`src/rtl/i2c_pkg.sv`:
```
`default_nettype none
// ============================================================================
//  Module      : i2c_pkg
//  Description : Shared types and constants for the I2C target block.
//  Revision    : 1.0 - initial release
// ============================================================================
package i2c_pkg;

    localparam int I2C_ADDR_W = 7;
    localparam int I2C_DATA_W = 8;

    // Protocol phase of the target engine
    typedef enum logic [2:0] {
        IDLE      = 3'd0,
        ADDR      = 3'd1,
        ADDR_ACK  = 3'd2,
        WRITE     = 3'd3,
        WRITE_ACK = 3'd4,
        READ      = 3'd5,
        READ_ACK  = 3'd6,
        WAIT_STOP = 3'd7
    } i2c_target_state_t;

endpackage
`default_nettype wire

```
`src/rtl/i2c_in_filter.sv`:
```
`default_nettype none
// ============================================================================
//  Module      : i2c_in_filter
//  Description : Two-flop synchronizer followed by a glitch filter. The
//                filtered output only changes once FILTER_LEN consecutive
//                synchronized samples disagree with it.
//  Revision    : 1.0 - initial release
// ============================================================================
module i2c_in_filter #(
    parameter int FILTER_LEN = 4
) (
    input  logic clk,
    input  logic rst,
    input  logic i_raw,
    output logic o_filt
);

    localparam int                 c_CNT_W    = (FILTER_LEN > 1) ? $clog2(FILTER_LEN) : 1;
    localparam logic [c_CNT_W-1:0] c_CNT_LAST = c_CNT_W'(FILTER_LEN - 1);
    localparam logic [c_CNT_W-1:0] c_CNT_ONE  = c_CNT_W'(1);

    logic [1:0]         r_sync;
    logic [c_CNT_W-1:0] r_cnt;
    logic               r_filt;

    // Synchronize the bus level, then accept a new level only after it persists
    always_ff @(posedge clk) begin
        if (rst) begin
            r_sync <= 2'b11;
            r_cnt  <= '0;
            r_filt <= 1'b1;
        end else begin
            r_sync <= {r_sync[0], i_raw};
            if (r_sync[1] == r_filt) begin
                r_cnt <= '0;
            end else if (r_cnt == c_CNT_LAST) begin
                r_filt <= r_sync[1];
                r_cnt  <= '0;
            end else begin
                r_cnt <= r_cnt + c_CNT_ONE;
            end
        end
    end

    assign o_filt = r_filt;

endmodule
`default_nettype wire

```
`src/rtl/i2c_target.sv`:
```
`default_nettype none
// ============================================================================
//  Module      : i2c_target
//  Description : I2C target (slave) with 7-bit address match, byte write
//                and byte read paths. Bus lines are synchronized and
//                glitch-filtered before edge/condition detection.
//                Optional build macro I2C_TARGET_STRETCH_EN enables SCL clock
//                stretching while read data is not yet available; without
//                it SCL is never driven and 8'hFF is sent when no data.
//  Revision    : 1.0 - initial release
// ============================================================================
module i2c_target
    import i2c_pkg::*;
#(
    parameter int FILTER_LEN = 4
) (
    input  logic                  clk,
    input  logic                  rst,
    input  logic                  scl_i,
    input  logic                  sda_i,
    output logic                  sda_o,
    output logic                  sda_t,
    output logic                  scl_o,
    output logic                  scl_t,
    input  logic [I2C_ADDR_W-1:0] own_addr,
    output logic [I2C_DATA_W-1:0] rx_data,
    output logic                  rx_valid,
    input  logic [I2C_DATA_W-1:0] tx_data,
    input  logic                  tx_valid,
    output logic                  tx_ready,
    output logic                  start_det,
    output logic                  stop_det,
    output logic                  rd_wr,
    output logic                  busy
);

    // ------------------------------------------------------------------
    // Input conditioning and bus event detection
    // ------------------------------------------------------------------
    logic w_scl_f;
    logic w_sda_f;
    logic r_scl_prev;
    logic r_sda_prev;

    i2c_in_filter #(.FILTER_LEN(FILTER_LEN)) u_scl_filt (
        .clk    (clk),
        .rst    (rst),
        .i_raw  (scl_i),
        .o_filt (w_scl_f)
    );

    i2c_in_filter #(.FILTER_LEN(FILTER_LEN)) u_sda_filt (
        .clk    (clk),
        .rst    (rst),
        .i_raw  (sda_i),
        .o_filt (w_sda_f)
    );

    logic w_scl_rise;
    logic w_scl_fall;
    logic w_start;
    logic w_stop;

    assign w_scl_rise = w_scl_f & ~r_scl_prev;
    assign w_scl_fall = ~w_scl_f & r_scl_prev;
    assign w_start    = w_scl_f & r_scl_prev & r_sda_prev & ~w_sda_f;
    assign w_stop     = w_scl_f & r_scl_prev & ~r_sda_prev & w_sda_f;

    // ------------------------------------------------------------------
    // Engine state
    // ------------------------------------------------------------------
    i2c_target_state_t           r_state;
    logic [3:0]                  r_bit_cnt;
    logic [6:0]                  r_shift;      // received bits so far, newest in LSB
    logic [6:0]                  r_tx_shift;   // remaining read bits after the one on the bus
    logic                        r_phase;      // ACK slots: second half reached
    logic [I2C_ADDR_W-1:0]       r_own_addr;
    logic                        r_sda_o;
    logic                        r_sda_t;
    logic [I2C_DATA_W-1:0]       r_rx_data;
    logic                        r_rx_valid;
    logic                        r_tx_ready;
    logic                        r_start_det;
    logic                        r_stop_det;
    logic                        r_rd_wr;
    logic                        r_busy;
    logic [I2C_DATA_W-1:0]       w_rx_byte;
    logic                        w_load;
    logic                        w_stalled;

    // Byte as it stands once the bit now on SDA is included
    assign w_rx_byte = {r_shift, w_sda_f};

`ifdef I2C_TARGET_STRETCH_EN
    logic r_stretch;
    logic r_scl_t;
    assign w_stalled = r_stretch;
    assign scl_t     = r_scl_t;
`else
    assign w_stalled = 1'b0;
    assign scl_t     = 1'b1;
`endif

    // A read byte starts on the falling edge closing an ACK slot, or when stalled data arrives
    always_comb begin
        w_load = 1'b0;
        if (!w_start && !w_stop) begin
            if (w_scl_fall && r_phase &&
                ((r_state == ADDR_ACK && r_rd_wr) || r_state == READ_ACK)) begin
                w_load = 1'b1;
            end
`ifdef I2C_TARGET_STRETCH_EN
            if (r_state == READ && r_stretch && tx_valid) begin
                w_load = 1'b1;
            end
`endif
        end
    end

    // Protocol engine: START/STOP override everything, then byte loads, then per-state SCL edges
    always_ff @(posedge clk) begin
        if (rst) begin
            r_scl_prev  <= 1'b1;
            r_sda_prev  <= 1'b1;
            r_state     <= IDLE;
            r_bit_cnt   <= 4'd0;
            r_shift     <= 7'd0;
            r_tx_shift  <= 7'd0;
            r_phase     <= 1'b0;
            r_own_addr  <= '0;
            r_sda_o     <= 1'b1;
            r_sda_t     <= 1'b1;
            r_rx_data   <= '0;
            r_rx_valid  <= 1'b0;
            r_tx_ready  <= 1'b0;
            r_start_det <= 1'b0;
            r_stop_det  <= 1'b0;
            r_rd_wr     <= 1'b0;
            r_busy      <= 1'b0;
`ifdef I2C_TARGET_STRETCH_EN
            r_stretch   <= 1'b0;
            r_scl_t     <= 1'b1;
`endif
        end else begin
            r_scl_prev  <= w_scl_f;
            r_sda_prev  <= w_sda_f;
            r_sda_o     <= 1'b0;
            r_rx_valid  <= 1'b0;
            r_tx_ready  <= 1'b0;
            r_start_det <= w_start;
            r_stop_det  <= w_stop;

            if (w_start) begin
                r_state    <= ADDR;
                r_bit_cnt  <= 4'd0;
                r_phase    <= 1'b0;
                r_sda_t    <= 1'b1;
                r_own_addr <= own_addr;
`ifdef I2C_TARGET_STRETCH_EN
                r_stretch  <= 1'b0;
                r_scl_t    <= 1'b1;
`endif
            end else if (w_stop) begin
                r_state   <= IDLE;
                r_bit_cnt <= 4'd0;
                r_phase   <= 1'b0;
                r_sda_t   <= 1'b1;
                r_busy    <= 1'b0;
`ifdef I2C_TARGET_STRETCH_EN
                r_stretch <= 1'b0;
                r_scl_t   <= 1'b1;
`endif
            end else if (w_load) begin
                r_state   <= READ;
                r_bit_cnt <= 4'd0;
                r_phase   <= 1'b0;
                if (tx_valid) begin
                    r_tx_shift <= tx_data[6:0];
                    r_sda_t    <= tx_data[7];
                    r_tx_ready <= 1'b1;
`ifdef I2C_TARGET_STRETCH_EN
                    r_stretch  <= 1'b0;
                    r_scl_t    <= 1'b1;
`endif
                end else begin
`ifdef I2C_TARGET_STRETCH_EN
                    // Hold SCL low until the application supplies a byte
                    r_stretch <= 1'b1;
                    r_scl_t   <= 1'b0;
                    r_sda_t   <= 1'b1;
`else
                    // Nothing to send: leave SDA released for all eight bits
                    r_tx_shift <= 7'h7F;
                    r_sda_t    <= 1'b1;
`endif
                end
            end else begin
                case (r_state)
                    ADDR: begin
                        if (w_scl_rise) begin
                            r_shift <= w_rx_byte[6:0];
                            if (r_bit_cnt == 4'd7) begin
                                r_bit_cnt <= 4'd0;
                                if (w_rx_byte[7:1] == r_own_addr) begin
                                    r_rd_wr <= w_rx_byte[0];
                                    r_busy  <= 1'b1;
                                    r_phase <= 1'b0;
                                    r_state <= ADDR_ACK;
                                end else begin
                                    r_busy  <= 1'b0;
                                    r_sda_t <= 1'b1;
                                    r_state <= WAIT_STOP;
                                end
                            end else begin
                                r_bit_cnt <= r_bit_cnt + 4'd1;
                            end
                        end
                    end

                    // ACK is driven between the 8th and 9th falling edges; a read
                    // address leaves via the byte load above instead
                    ADDR_ACK, WRITE_ACK: begin
                        if (w_scl_fall) begin
                            if (!r_phase) begin
                                r_sda_t <= 1'b0;
                                r_phase <= 1'b1;
                            end else begin
                                r_sda_t   <= 1'b1;
                                r_phase   <= 1'b0;
                                r_bit_cnt <= 4'd0;
                                r_state   <= WRITE;
                            end
                        end
                    end

                    WRITE: begin
                        if (w_scl_rise) begin
                            r_shift <= w_rx_byte[6:0];
                            if (r_bit_cnt == 4'd7) begin
                                r_rx_data  <= w_rx_byte;
                                r_rx_valid <= 1'b1;
                                r_bit_cnt  <= 4'd0;
                                r_phase    <= 1'b0;
                                r_state    <= WRITE_ACK;
                            end else begin
                                r_bit_cnt <= r_bit_cnt + 4'd1;
                            end
                        end
                    end

                    READ: begin
                        if (!w_stalled) begin
                            if (w_scl_rise) begin
                                r_bit_cnt <= r_bit_cnt + 4'd1;
                            end else if (w_scl_fall) begin
                                if (r_bit_cnt == 4'd8) begin
                                    r_sda_t   <= 1'b1;
                                    r_bit_cnt <= 4'd0;
                                    r_phase   <= 1'b0;
                                    r_state   <= READ_ACK;
                                end else begin
                                    r_sda_t    <= r_tx_shift[6];
                                    r_tx_shift <= {r_tx_shift[5:0], 1'b0};
                                end
                            end
                        end
                    end

                    // Master ACK continues the read on the next falling edge; NACK ends it
                    READ_ACK: begin
                        if (w_scl_rise) begin
                            if (w_sda_f) begin
                                r_state <= WAIT_STOP;
                            end else begin
                                r_phase <= 1'b1;
                            end
                        end
                    end

                    IDLE, WAIT_STOP: begin
                        r_sda_t <= 1'b1;
                    end

                    default: begin
                        r_state <= IDLE;
                        r_sda_t <= 1'b1;
                    end
                endcase
            end
        end
    end

    assign sda_o     = r_sda_o;
    assign sda_t     = r_sda_t;
    assign scl_o     = 1'b0;
    assign rx_data   = r_rx_data;
    assign rx_valid  = r_rx_valid;
    assign tx_ready  = r_tx_ready;
    assign start_det = r_start_det;
    assign stop_det  = r_stop_det;
    assign rd_wr     = r_rd_wr;
    assign busy      = r_busy;

endmodule
`default_nettype wire

```
`config.mk`:
```
export PLATFORM = sky130hd
export DESIGN_NAME = i2c_target
export DESIGN_NICKNAME = d
export VERILOG_FILES = /design/src/rtl/i2c_pkg.sv /design/src/rtl/i2c_in_filter.sv /design/src/rtl/i2c_target.sv
export SDC_FILE = /design/constraint.sdc
export NUM_CORES = 1
export LEC_CHECK = 0
export BUFFER_PORTS_ARGS = -buffer_cell sky130_fd_sc_hd__buf_2
export CORE_ASPECT_RATIO = 1.2
export CORE_MARGIN = 5
export CORE_UTILIZATION = 30
export DETAILED_ROUTE_END_ITERATION = 7
export GPL_TIMING_DRIVEN = 0
export MAX_ROUTING_LAYER = met4
export PLACE_DENSITY_LB_ADDON = 0.05
export SKIP_CTS_REPAIR_TIMING = 1
export SYNTH_ARGS = -nofsm -noshare
export SYNTH_HDL_FRONTEND = slang
export SYNTH_HIERARCHICAL = 1
export SYNTH_SLANG_ARGS = --single-unit
```
`constraint.sdc`:
```
create_clock -name clk -period 2.68 [get_ports clk]
set_clock_uncertainty 0.1 [all_clocks]
set_input_delay 0.536 -clock clk [delete_from_list [all_inputs] [get_ports clk]]
set_output_delay 0.536 -clock clk [all_outputs]
set_load 0.05 [all_outputs]
```
==> impl_metrics.py, run 1 <==
metrics = {
    "outcome": {
        "status": "finished, final reports clean",
    },
    "setup_path": {
        "regToRegEndpoint": "r_state[2]$_SDFFE_PP0P_",
        "worstReg2RegStart": "u_scl_filt/o_filt$_SDFFE_PP1P_",
        "crit_end": "r_state[2]$_SDFFE_PP0P_",
        "critical_path_class": "reg2reg",
        "critical_path.startpoint_type": "flop",
        "reg2reg_path_depth": 7,
        "arrival_ps": 2580,
        "critPathRequiredTime_ps": 2800,
        "ff2ff_setup_slack_ps": 220,
        "crit_path_max_fanout": 10,
        "critical_path.startpoint": "u_scl_filt/o_filt$_SDFFE_PP1P_",
        "timing.critical_path.to_type": "flop",
    },
    "grt": {
        "globalRouteTotalUtil": 0.1447,
        "largest_net_degree_at_the_start_of_global_routing": 15,
        "grt_antenna_before_repair": 0,
        "grt.overflow.total": 0,
        "grt_first_pass_wirelength_um": 12690,
        "grt_pass1_vias": 2514,
    },
    "clock_network": {
        "cts-htree-levels": 3,
        "clk_pin_slew_ps": 50,
        "clock-sinks": 57,
        "clock-root-buffer": "sky130_fd_sc_hd__clkbuf_16",
        "clockBufferDepth": 2,
        "clk-insertion-delay-late_ps": 320,
        "tritoncts": "yes",
        "total_clock_buffers_created_by_cts": 9,
    },
    "power_and_ir_drop": {
        "power_leakage_nw": 1.479,
        "ir_worst_vdd_v": 0.0003980,
        "power.switching_fraction": 0.2261,
        "p_int_w": 0.001679,
        "power_per_cell_area_nw_per_um2": 620.2,
        "p_sw_w": 0.0004906,
        "p_comb_frac": 0.063,
        "pwr-share-seq": 0.398,
        "total_power_w": 0.002170,
        "power.share.clock": 0.539,
    },
    "sta": {
        "setup_repair_after_global_routing_missed_its_margin": "no",
        "final-hold-violation-count": 0,
        "fin_crit_sh": 0.9173,
        "final.min_clock_period_ps": 2458,
        "setup_viol_count_final": 0,
        "max-slew-margin-rel": 0.3228,
        "achievable-frequency_mhz": 406.8,
        "final.setup.tns_ps": 0,
        "tightest_slew_ps": 1005,
        "final-max-slew-violation-count": 0,
    },
    "run": {
        "drv_cap": 0,
    },
    "synthesis": {
        "synth_area_um2": 2865,
        "post_synth.cell_area_avg_um2": 8.630,
        "ys_types": 57,
        "synthFlopType": "sky130_fd_sc_hd__dfxtp_1",
        "synth_seq_area_share": 0.3983,
        "synth_cells": 332,
        "synth_enable_flop_cells": 0,
        "synth.top_cell.area_share": 0.3983,
        "postSynthNetCount": 359,
        "yosysTopAreaCell": "sky130_fd_sc_hd__dfxtp_1",
        "synthArstFlopShare": 0,
        "synth-seq-cells": 57,
        "synth.yosys.warnings": 6,
        "biggest_area_contributors_in_the_synthesized_netlist": "sky130_fd_sc_hd__dfxtp_1 40%, sky130_fd_sc_hd__mux2i_1 6.3%, sky130_fd_sc_hd__nor2_1 4.5%",
    },
    "floorplan": {
        "start_util": 0.3042,
        "dieArea_um2": 11610,
        "number_of_i_o_pins": 38,
        "die_y_um": 117.1,
        "die_width_um": 99.22,
        "rows": 39,
        "coreArea_um2": 9418,
    },
    "routing": {
        "vias_per_cell": 4.941,
        "vias": 2495,
        "detail_route.first_pass.iterations": 4,
        "drcViolationCount": 0,
        "wl_per_cell_um": 14.96,
        "detail_route.wirelength_um": 7557,
        "drt.antenna.violating_nets": 0,
        "drt_first_iter_violations": 106,
    },
    "place": {
        "place.detailed.instances": 489,
        "gp_congestion": 0.8536,
        "placement.io_buffers": 34,
        "dp_hpwl_um": 5502,
        "postPlaceCellArea_um2": 3189,
    },
    "finish": {
        "post_layout_nonfiller_instances": 505,
        "antenna_cells": 0,
        "layout.core_utilization": 0.3715,
        "growth_of_design_area_from_synthesis_to_finish_pct": 22.10,
        "final_common_cell": "sky130_fd_sc_hd__dfxtp_1",
        "layout-drive-gt1-share": 0.1963,
        "fin_nets": 404,
        "n_fill_cell": 971,
        "finish.instance_area_um2": 3498,
        "highest_count_cells_in_the_layout_ignoring_fill_and_taps": "57 x sky130_fd_sc_hd__dfxtp_1, 40 x sky130_fd_sc_hd__buf_2, 34 x sky130_fd_sc_hd__nor2_1",
    },
    "worst_hold_path": {
        "hold_path.class": "in2reg",
    },
}
==> stage by stage <==
stage	hold WS [ps]	setup WS, ps
floorplan	289.5	682.1
global placement	291.8	202.1
detailed placement	297.4	202.2
CTS	276.4	155.6
global route	281.9	19.84
finish	292.3	221.6
==> cell families (layout without fill, tap and decap cells) <==
kind of cell,after synthesis,count (layout),synth area share
compound gates,71,71,0.1756
fa+ha+maj,7,7,0.03057
other cells,2,2,0.002621
simple gates,130,130,0.2389
flops,57,57,0.3983
mux,18,18,0.06288
xor+xnor,11,11,0.03363
buf+inv,36,86,0.05764
==> synth_stat cells (all sizes together) (8+ instances only) <==
master / count
xor2: 8
a21oi: 22
nand2: 31
buf: 12
nor2b: 12
nand3: 9
nor2: 34
o21ai: 10
mux2i: 18
dfxtp: 57
clkbuf: 8
inv: 16
==> cell type report <==
type	count	area (um2)	area share
Multi-Input combinational cell	239	1559	0.4456
Sequential cell	57	1141	0.3262
Clock buffer	12	256.5	0.07332
Timing Repair Buffer	34	170.2	0.04864
Tap cell	123	153.9	0.04399
Buffer	20	106.4	0.03040
Inverter	16	60.06	0.01717
Clock inverter	4	51.30	0.01466
==> power groups by stage <==
stage                     Combinational, W  Sequential [W]  Clock, W
final                             0.000137        0.000863   0.00117
after floorplan                  0.0000844        0.000890         0
after CTS                         0.000138        0.000863   0.00121
after global placement            0.000139        0.000881         0
after detailed placement          0.000138        0.000882         0
after global routing              0.000151        0.000864   0.00124
==> per-layer routing <==
layer / vias to the layer above / share of wire / GRT usage / wire length [um]
met5: - / 0 / - / 0
met4: 0 / 0.018 / 0.05556 / 138
met3: 9 / 0.032 / 0.03557 / 239
met2: 47 / 0.50 / 0.2424 / 3805
met1: 1184 / 0.45 / 0.1680 / 3372
li1: 1255 / - / - / -
==> flip-flops by register name (all words and copies together) (netlist names), 2 cells and up <==
| name | cells |
|---|---|
| r_bit_cnt | 4 |
| r_own_addr | 7 |
| r_shift | 7 |
| r_state | 3 |
| r_tx_shift | 7 |
| rx_data | 8 |
| u_scl_filt/r_cnt | 2 |
| u_scl_filt/r_sync | 2 |
| u_sda_filt/r_cnt | 2 |
| u_sda_filt/r_sync | 2 |
==> worst min path at each step <==
stage | from | end | slack, ps | cells past startpoint
6_report | scl_i | u_scl_filt/r_sync[0]$_SDFF_PP1_ | 290 | 2
5_1_grt | scl_i | u_scl_filt/r_sync[0]$_SDFF_PP1_ | 280 | 2
4_1_cts | scl_i | u_scl_filt/r_sync[0]$_SDFF_PP1_ | 280 | 2
3_5_place_dp | u_sda_filt/r_sync[0]$_SDFF_PP1_ | u_sda_filt/r_sync[1]$_SDFF_PP1_ | 300 | 1
3_3_place_gp | u_sda_filt/r_sync[0]$_SDFF_PP1_ | u_sda_filt/r_sync[1]$_SDFF_PP1_ | 290 | 1
2_1_floorplan | u_scl_filt/r_sync[0]$_SDFF_PP1_ | u_scl_filt/r_sync[1]$_SDFF_PP1_ | 290 | 1
==> worst max-delay path: stages (launching register included) <==
cell	delay, ps
sky130_fd_sc_hd__dfxtp_1	360
sky130_fd_sc_hd__inv_1	80
sky130_fd_sc_hd__ha_1	320
sky130_fd_sc_hd__nand3b_1	200
sky130_fd_sc_hd__a211oi_2	600
sky130_fd_sc_hd__buf_2	340
sky130_fd_sc_hd__nor3_1	90
sky130_fd_sc_hd__nor4_1	260
Note: power is estimated with default switching activity, not from simulation.
==> inputs of run 2 (changes only) <==
PLACE_DENSITY = 0.44   (was not set)
PLACE_DENSITY_LB_ADDON = not set   (was 0.05)
SKIP_LAST_GASP = 1   (was not set)
==> run 2 against run 1 <==
Combinational power barely moved. Critical path depth unchanged. Global-route usage fell by 0.37 points. Count of clock-buffer cells in the layout decreased by 2. Cell count decreased by 0.40%. Worst hold slack lost 0.59 ps. Wire length down 1.9%. Fmax up 0.74%. Clock power fell by 15%. Power decreased by 8.1%. Via count decreased by 1.8%. Largest cell class unchanged.
==> impl_metrics.py, run 2 (synthesized netlist as in run 1, its figures left out) <==
metrics = {
    "outcome": {
        "status": "finished, final reports clean",
    },
    "sta": {
        "achievable-frequency_mhz": 409.8,
        "setup_viol_count_final": 0,
        "final.setup.tns_ps": 0,
        "tightest_slew_ps": 871.2,
        "fin_worst_hold_slack_ps": 291.7,
        "setup_repair_after_global_routing_missed_its_margin": "no",
        "max-slew-margin-rel": 0.4131,
        "final.min_clock_period_ps": 2440,
        "final_critical_path_setup_slack_ps": 239.6,
        "final-hold-violation-count": 0,
        "fin_crit_sh": 0.9106,
        "final-max-slew-violation-count": 0,
    },
    "routing": {
        "drcViolationCount": 0,
        "detail_route.wirelength_um": 7415,
        "drt.antenna.violating_nets": 0,
        "drt_first_iter_violations": 131,
        "detail_route.first_pass.iterations": 4,
        "wl_per_cell_um": 14.74,
        "vias": 2451,
        "vias_per_cell": 4.873,
    },
    "power_and_ir_drop": {
        "power_leakage_nw": 1.452,
        "ir_worst_vdd_v": 0.0002824,
        "power_per_cell_area_nw_per_um2": 578.0,
    },
    "setup_path": {
        "slowest_delay_ps": 430,
        "crit_path_max_fanout": 10,
        "cell_chain_of_the_critical_path": "ha_1 -> clkbuf_1 -> nand4b_1 -> nor3_1 -> nand4_1 -> mux2i_1 -> nor2_1",
        "critical_path.startpoint_type": "flop",
        "timing.critical_path.max_delay_family": "simple AND/OR/NAND/NOR gates",
        "timing.critical_path.to_type": "flop",
        "crit_buf_inv": 1,
        "critical_path_class": "reg2reg",
        "arrival_ps": 2540,
        "critical_path.slowest_cell": "sky130_fd_sc_hd__dfxtp_1",
        "critPathRequiredTime_ps": 2780,
    },
    "finish": {
        "growth_of_design_area_from_synthesis_to_finish_pct": 20.35,
        "largest_register_ff_count": 8,
        "antenna_cells": 0,
        "final_common_cell": "sky130_fd_sc_hd__dfxtp_1",
        "post_layout_nonfiller_instances": 503,
        "fin_nets": 404,
        "n_fill_cell": 1006,
        "layout-drive-gt1-share": 0.1895,
        "highest_count_cells_in_the_layout_ignoring_fill_and_taps": "57 x sky130_fd_sc_hd__dfxtp_1, 40 x sky130_fd_sc_hd__buf_2, 34 x sky130_fd_sc_hd__nor2_1",
    },
    "clock_network": {
        "clk-insertion-delay-late_ps": 320,
        "total_clock_buffers_created_by_cts": 9,
        "clock-root-buffer": "sky130_fd_sc_hd__clkbuf_16",
        "clockBufferDepth": 2,
        "clock-sinks": 57,
        "cts-htree-levels": 3,
        "clk_pin_slew_ps": 50,
        "tritoncts": "yes",
    },
    "place": {
        "dp_hpwl_um": 5420,
        "placement.io_buffers": 34,
        "gp_congestion": 0.8809,
        "place.detailed.instances": 489,
        "pre_cts_slack_ps": 200.7,
    },
    "floorplan": {
        "coreArea_um2": 9418,
        "die_width_um": 99.22,
        "dieArea_um2": 11610,
        "number_of_i_o_pins": 38,
        "rows": 39,
        "die_y_um": 117.1,
        "start_util": 0.3042,
    },
    "grt": {
        "grt_pass1_vias": 2495,
        "globalRouteTotalUtil": 0.1410,
        "grt_first_pass_wirelength_um": 12440,
        "largest_net_degree_at_the_start_of_global_routing": 15,
        "grt_antenna_before_repair": 0,
        "grt.overflow.total": 0,
    },
    "worst_hold_path": {
        "hold_path.class": "in2reg",
    },
    "run": {
        "drv_cap": 0,
    },
}
-- run 2: cell count changes in the layout (fill, tap and decap cells not counted), sizes merged --
cell / change
bufinv: -1
clkinv: +1
clkbuf: -2
-- run 2: final timing paths --
path,start,to,slack [ps],cells past startpoint
worst max-delay path,u_scl_filt/o_filt$_SDFFE_PP1P_,rd_wr$_SDFFE_PP0P_,240,7
worst max register to register,u_scl_filt/o_filt$_SDFFE_PP1P_,rd_wr$_SDFFE_PP0P_,240,7
worst min-delay path,scl_i,u_scl_filt/r_sync[0]$_SDFF_PP1_,290,2
worst min register to register,u_scl_filt/r_sync[0]$_SDFF_PP1_,u_scl_filt/r_sync[1]$_SDFF_PP1_,300,1
-- run 2: stage by stage --
| step | util | cell area (um2) | power, W |
|---|---|---|---|
| after floorplan | - | 2865 | 0.0009749 |
| after global placement | 0.3386 | 3189 | 0.001019 |
| after detailed placement | 0.3386 | 3189 | 0.001018 |
| after CTS | 0.3654 | 3441 | 0.002024 |
| after global routing | 0.3661 | 3448 | 0.002079 |
| final | 0.3661 | 3448 | 0.001993 |
-- run 2: layer usage --
metal | GRT usage | vias to the layer above | wire [um]
met4 | 0.05647 | 0 | 108
li1 | - | 1256 | -
met3 | 0.03201 | 9 | 179
met5 | - | - | 0
met1 | 0.1608 | 1150 | 3393
met2 | 0.2406 | 36 | 3734
-- run 2: cell type report --
cell class	instances	area [um2]	area share
multi-input combinational	239	1567	0.4543
sequential	57	1141	0.3309
clock buffer	10	229.0	0.06640
timing repair buffer	34	170.2	0.04935
tap	123	153.9	0.04463
buffer	20	105.1	0.03048
inverter	16	60.06	0.01742
clock inverter	4	22.52	0.006531
-- run 2: power by group --
group | internal (W) | switching [W]
Sequential | 0.000858 | 0.00000560
Combinational | 0.0000519 | 0.0000846
Clock | 0.000608 | 0.000384
Total | 0.00152 | 0.000475
